## src/rtl/run_sequencer.sv

```systemverilog
// run_sequencer: fetch/execute sequencer for a multi-cycle core.
// Ports: clk_i, rst_ni (async, active-low); start_i run request;
//   decoder inputs halt_i, branch_en_i, condition_branch_i,
//   branch_cond_i, branch_target_i, mem_access_i; outputs pc_o,
//   fetch_en_o, exec_en_o, busy_o, done_o, and cycle_count_o when
//   RUN_SEQUENCER_CYCLE_COUNT_EN is defined (busy-cycle counter).
module run_sequencer #(
  parameter int PC_W     = 10,
  parameter int MEM_WAIT = 2
) (
  input  logic            clk_i,
  input  logic            rst_ni,
  input  logic            start_i,
  input  logic            halt_i,
  input  logic            branch_en_i,
  input  logic            condition_branch_i,
  input  logic            branch_cond_i,
  input  logic [PC_W-1:0] branch_target_i,
  input  logic            mem_access_i,
  output logic [PC_W-1:0] pc_o,
  output logic            fetch_en_o,
  output logic            exec_en_o,
  output logic            busy_o,
`ifdef RUN_SEQUENCER_CYCLE_COUNT_EN
  output logic [15:0]     cycle_count_o,
`endif
  output logic            done_o
);

  typedef enum logic [2:0] {
    S_IDLE,
    S_FETCH,
    S_EXEC,
    S_MEMWAIT,
    S_HALTED
  } state_t;

  localparam logic [2:0] WAIT_INIT = 3'(MEM_WAIT);
  localparam bit         HAS_WAIT  = (MEM_WAIT != 0);

  state_t          state_q;
  logic [PC_W-1:0] pc_q;
  logic [2:0]      wait_q;

  logic            taken;
  logic [PC_W-1:0] pc_d;
  logic            mem_stall;
  logic            accept;

  assign taken = branch_en_i &
                 (~condition_branch_i | branch_cond_i);
  assign pc_d  = taken ? branch_target_i
                       : pc_q + PC_W'(1);

  assign mem_stall = mem_access_i & HAS_WAIT;

  assign accept = start_i &
                  ((state_q == S_IDLE) |
                   (state_q == S_HALTED));

  // The decoder fields come from the instruction register, which
  // is frozen between fetches, so qualifying the commit strobe
  // with them in EXEC cannot glitch within the cycle.
  assign exec_en_o =
    ((state_q == S_EXEC) & ~halt_i & ~mem_stall) |
    ((state_q == S_MEMWAIT) & (wait_q == 3'd1));

  assign fetch_en_o = (state_q == S_FETCH);
  assign busy_o     = (state_q == S_FETCH) |
                      (state_q == S_EXEC) |
                      (state_q == S_MEMWAIT);
  assign done_o     = (state_q == S_HALTED);
  assign pc_o       = pc_q;

  always_ff @(posedge clk_i or negedge rst_ni) begin
    if (!rst_ni) begin
      state_q <= S_IDLE;
      pc_q    <= '0;
      wait_q  <= '0;
    end else begin
      case (state_q)
        S_IDLE, S_HALTED: begin
          if (start_i) begin
            state_q <= S_FETCH;
            pc_q    <= '0;
          end
        end
        S_FETCH: begin
          state_q <= S_EXEC;
        end
        S_EXEC: begin
          if (halt_i) begin
            state_q <= S_HALTED;
          end else if (mem_stall) begin
            state_q <= S_MEMWAIT;
            wait_q  <= WAIT_INIT;
          end else begin
            state_q <= S_FETCH;
            pc_q    <= pc_d;
          end
        end
        S_MEMWAIT: begin
          wait_q <= wait_q - 3'd1;
          if (wait_q == 3'd1) begin
            state_q <= S_FETCH;
            pc_q    <= pc_d;
          end
        end
        default: begin
          state_q <= S_IDLE;
        end
      endcase
    end
  end

`ifdef RUN_SEQUENCER_CYCLE_COUNT_EN
  logic [15:0] cnt_q;

  always_ff @(posedge clk_i or negedge rst_ni) begin
    if (!rst_ni) begin
      cnt_q <= '0;
    end else if (accept) begin
      cnt_q <= '0;
    end else if (busy_o && cnt_q != 16'hFFFF) begin
      cnt_q <= cnt_q + 16'd1;
    end
  end

  assign cycle_count_o = cnt_q;
`else
  logic unused_accept;
  assign unused_accept = accept;
`endif

endmodule

```

## config.mk

```make
export PLATFORM = sky130hd
export DESIGN_NAME = run_sequencer
export DESIGN_NICKNAME = d
export VERILOG_FILES = /design/src/rtl/run_sequencer.sv
export SDC_FILE = /design/constraint.sdc
export NUM_CORES = 1
export LEC_CHECK = 0
export CAP_MARGIN = 20
export CORE_AREA = 2 2 57 49
export CTS_CLUSTER_DIAMETER = 200
export DETAILED_ROUTE_END_ITERATION = 10
export DIE_AREA = 0 0 59 51
export PLACE_DENSITY_LB_ADDON = 0.25
export SLEW_MARGIN = 40
export SYNTH_ARGS = -nofsm -noshare
export SYNTH_HDL_FRONTEND = slang
export SYNTH_SLANG_ARGS = --single-unit
```

## constraint.sdc

```tcl
create_clock -name clk_i -period 2.1 [get_ports clk_i]
set_input_delay 0.63 -clock clk_i [delete_from_list [all_inputs] [get_ports clk_i]]
set_output_delay 0.63 -clock clk_i [all_outputs]
set_load 0.01 [all_outputs]
```

==> results by group <==
Final layout
  • Share of layout cells above drive strength 1: 23.93%
  • Area occupied by registers: 400.4 um^2
  • Post-layout instance area: 0.001589 mm^2
  • Multi-input combinational cell area: 636.9 um^2
  • Area growth, synth to finish: 48.19%
  • Post-layout instance count excluding filler cells: 191
  • Most common cell after layout, fill and taps aside: clkdlybuf4s50_1
  • Most used cells in the layout excluding fill and tap cells: clkdlybuf4s50_1 (25), buf_4 (19), dfrtp_1 (16)
  • Nets: 185
  • Number of filler cells placed in the layout: 223
  • # diodes: 0

Pwr
  • Static leakage: 0.7366 nW
  • Total power per unit cell area: 1053 mW/mm^2
  • Maximum ir drop on the vdd rail: 0.5532 mV

Clock tree
  • Maximum clock path buffer count: 2
  • Hold bufs inserted after CTS: 0
  • Insertion delay of the later-clocked pin in the worst-skew pair: 0.30 ns
  • CTS H-Tree Depth: 1
  • Num CTS Buffers: 3
  • CTS tree: built
  • Clock-pin transition on the worst setup and hold timing paths: 0.10 ns
  • Number of sinks handled by clock tree synthesis: 16
  • CTS Root Cell: clkbuf_4

Flow run
  • Maxcap violations: 0

Worst setup path
  • Top Family by Delay on Critical Path: simple AND/OR/NAND/NOR gates
  • Worst path most repeated cell: buf_6
  • CP cell instances: buf_6 -> or3_4 -> a21oi_4 -> buf_6
  • Worst path buffer plus inverter count: 2
  • Largest fanout on the critical path: 5
  • Crit path required time: 1.47 ns
  • Critical setup path kind: in2out
  • CP Capture Type: output port
  • Crit path arrival time: 1.43 ns
  • Critical path's slowest cell: or3_4
  • Worst stage delay on the critical path: 0.40 ns
  • Setup slack of the worst register-to-register path: 0.16 ns
  • CP Launch Type: primary input

Route
  • Number of vias after detailed routing: 1112
  • Number of search-and-repair iterations in the first detailed-routing pass: 4
  • Routed Wire Length: 2929 um
  • Iter 0 DRT Violations: 26
  • Post-detailed-route DRC marker count: 0
  • Final antenna-violating net count: 0
  • Routed via count divided by cell count: 5.822
  • Average wire per standard cell: 15.34 um

Place
  • Final Wtd Congestion: 0.7517
  • Dpl cell area: 0.001519 mm^2
  • IO Port Bufs: 31
  • Detail Placement HPWL: 2138 um
  • Cell total after placement: 185

Synthesis
  • Largest family of logic cells by synthesized area: compound AO/OA/AOI/OAI gates
  • Yosys Warn Count: 0
  • FF+latch count, synth: 16
  • Synth Area in Simple Gates: 22.87%
  • Top area cells in the synthesized netlist: dfrtp_1 (37%), a221o_1 (6.5%), mux2_2 (4.2%), a22o_1 (4.1%), ha_1 (3.5%)
  • Register area share after synthesis: 37.34%
  • Arithmetic-cell share of the synthesized area counting full adders, half adders and majority gates: 3.501%
  • Fraction of synthesized cell area taken by the top area cell type: 37.34%
  • Compound-cell area share of the yosys netlist: 26.84%
  • Portion of netlist area occupied by mux cells: 4.201%
  • Biggest area consumer among synthesized cells: dfrtp_1
  • Net count after synthesis: 135
  • Area share of xor/xnor cells in the synthesized design: 0%
  • Unique masters post-synth: 38
  • Synthesized area per cell: 9.406 um^2
  • Netlist area before placement: 0.001072 mm^2
  • Synthesized netlist cell count: 114

Run status
  • Status: completed

Timing
  • Pins over their slew limit: 0
  • Setup tns final: 0 ns
  • Achievable Freq: 484.4 MHz
  • Least-Margin Pin Slew: 0.4438 ns
  • Final Critical Period: 2.065 ns
  • Setup-violating endpoint count in the final report: 0
  • Fin. Hold Viols: 0
  • Post-Route Skew: 0.008427 ns
  • Relative max-transition margin: 70.37%
  • Share of the clock period used by the worst path: 98.31%

Floorplanning
  • Area of the die: 0.003009 mm^2
  • Area of the core region: 0.002510 mm^2
  • Die height: 51 um
  • Initial Util: 42.72%
  • Die X: 59 um
  • Count of standard-cell rows: 17
  • I/O Pins: 32

Global routing
  • Largest net degree at the start of global routing: 17
  • Wire length of the first global-routing pass: 4961 um
  • Via count of the first global-routing pass: 1054
  • Number of antenna violations at the first check in global routing: 0
  • GRT Util Overall: 22.03%
  • GRT overflow: 0

Worst hold path
  • Worst hold path type: reg2reg
-- power breakdown --
group	switching, mW	total [mW]	leakage (nW)	internal [mW]
registers	0.152	0.579	0.209	0.427
logic	0.388	0.877	0.506	0.489
clock network	0.111	0.217	0.0210	0.106
-- Yosys cell counts --
library cell / number
nor3b_1: 3
mux2_2: 4
nand3b_1: 1
o21ai_0: 4
and2b_2: 1
nand3_1: 5
a211o_1: 1
inv_1: 6
and3b_1: 2
nand2_1: 9
nor2_1: 6
nor3_1: 3
ha_1: 3
a21o_1: 1
and3_1: 3
a211oi_1: 1
buf_6: 1
or3_1: 1
a22o_1: 5
a221o_1: 7
a21oi_1: 6
a32o_1: 1
dfrtp_1: 16
nand2b_1: 2
a32oi_1: 1
nand2b_2: 1
clkbuf_1: 2
and2_1: 2
nand4_1: 1
a41o_1: 1
buf_2: 3
nor2b_1: 3
o32a_1: 2
a221oi_2: 1
a2111oi_0: 1
o21a_1: 1
nor4b_1: 1
o211a_1: 2
-- layer usage --
metal / wire length [um] / global-route usage (%) / vias to the layer above
li1: - / - / 535
met1: 1370 / 31.22 / 529
met2: 1359 / 34.26 / 46
met3: 178 / 3.544 / 2
met4: 21 / 6.818 / 0
met5: 0 / 0 / -
-- kinds of logic after synthesis --
logic type	after synthesis
and+or+nand+nor	44
AOI/OAI and AO/OA	35
buffers and inverters	12
muxes	4
DFF	16
adders and majority gates	3
-- metrics by stage --
stage / power, mW / setup slack, ns / utilization (%) / hold slack (ns)
floorplan: 0.9997 / 0.05822 / - / 0.3344
global placement: 1.407 / -0.8545 / 60.52 / 0.5334
detailed placement: 1.442 / -0.8657 / 60.52 / 0.5542
CTS: 1.652 / 0.01724 / 61.86 / 0.5782
global route: 1.808 / -0.0009416 / 63.31 / 0.6174
finish: 1.674 / 0.03543 / 63.31 / 0.5719
-- cell type report --
type	instances	area share [%]
multi-input cells	86	40.08
well taps	28	2.205
flip-flops and latches	16	25.20
inverters	6	1.417
repair buffers	51	28.82
clock buffers	4	2.283
-- timing repair --
item                                   CTS  global route
pin swaps                                2             2
resized for setup                       18             7
endpoints found under the hold margin    0             0
setup endpoints to repair                5             3
buffers inserted                         0             2
-- path summary, 6_finish.rpt --
check,startpoint,end,depth (start not counted)
worst max-delay path,halt_i,exec_en_o,4
worst min-delay path,wait_q[2],wait_q[2],1
worst max register to register,state_q[1],pc_o[9],5
worst min register to register,wait_q[2],wait_q[2],1
max in group asynchronous,rst_ni,state_q[2],2
min in group asynchronous,rst_ni,pc_o[7],2
-- flip-flops by register name, indices dropped and copies added, names as in the netlist --
register  count
pc_o         10
state_q       3
wait_q        3
(Power assumes the default switching activity.)
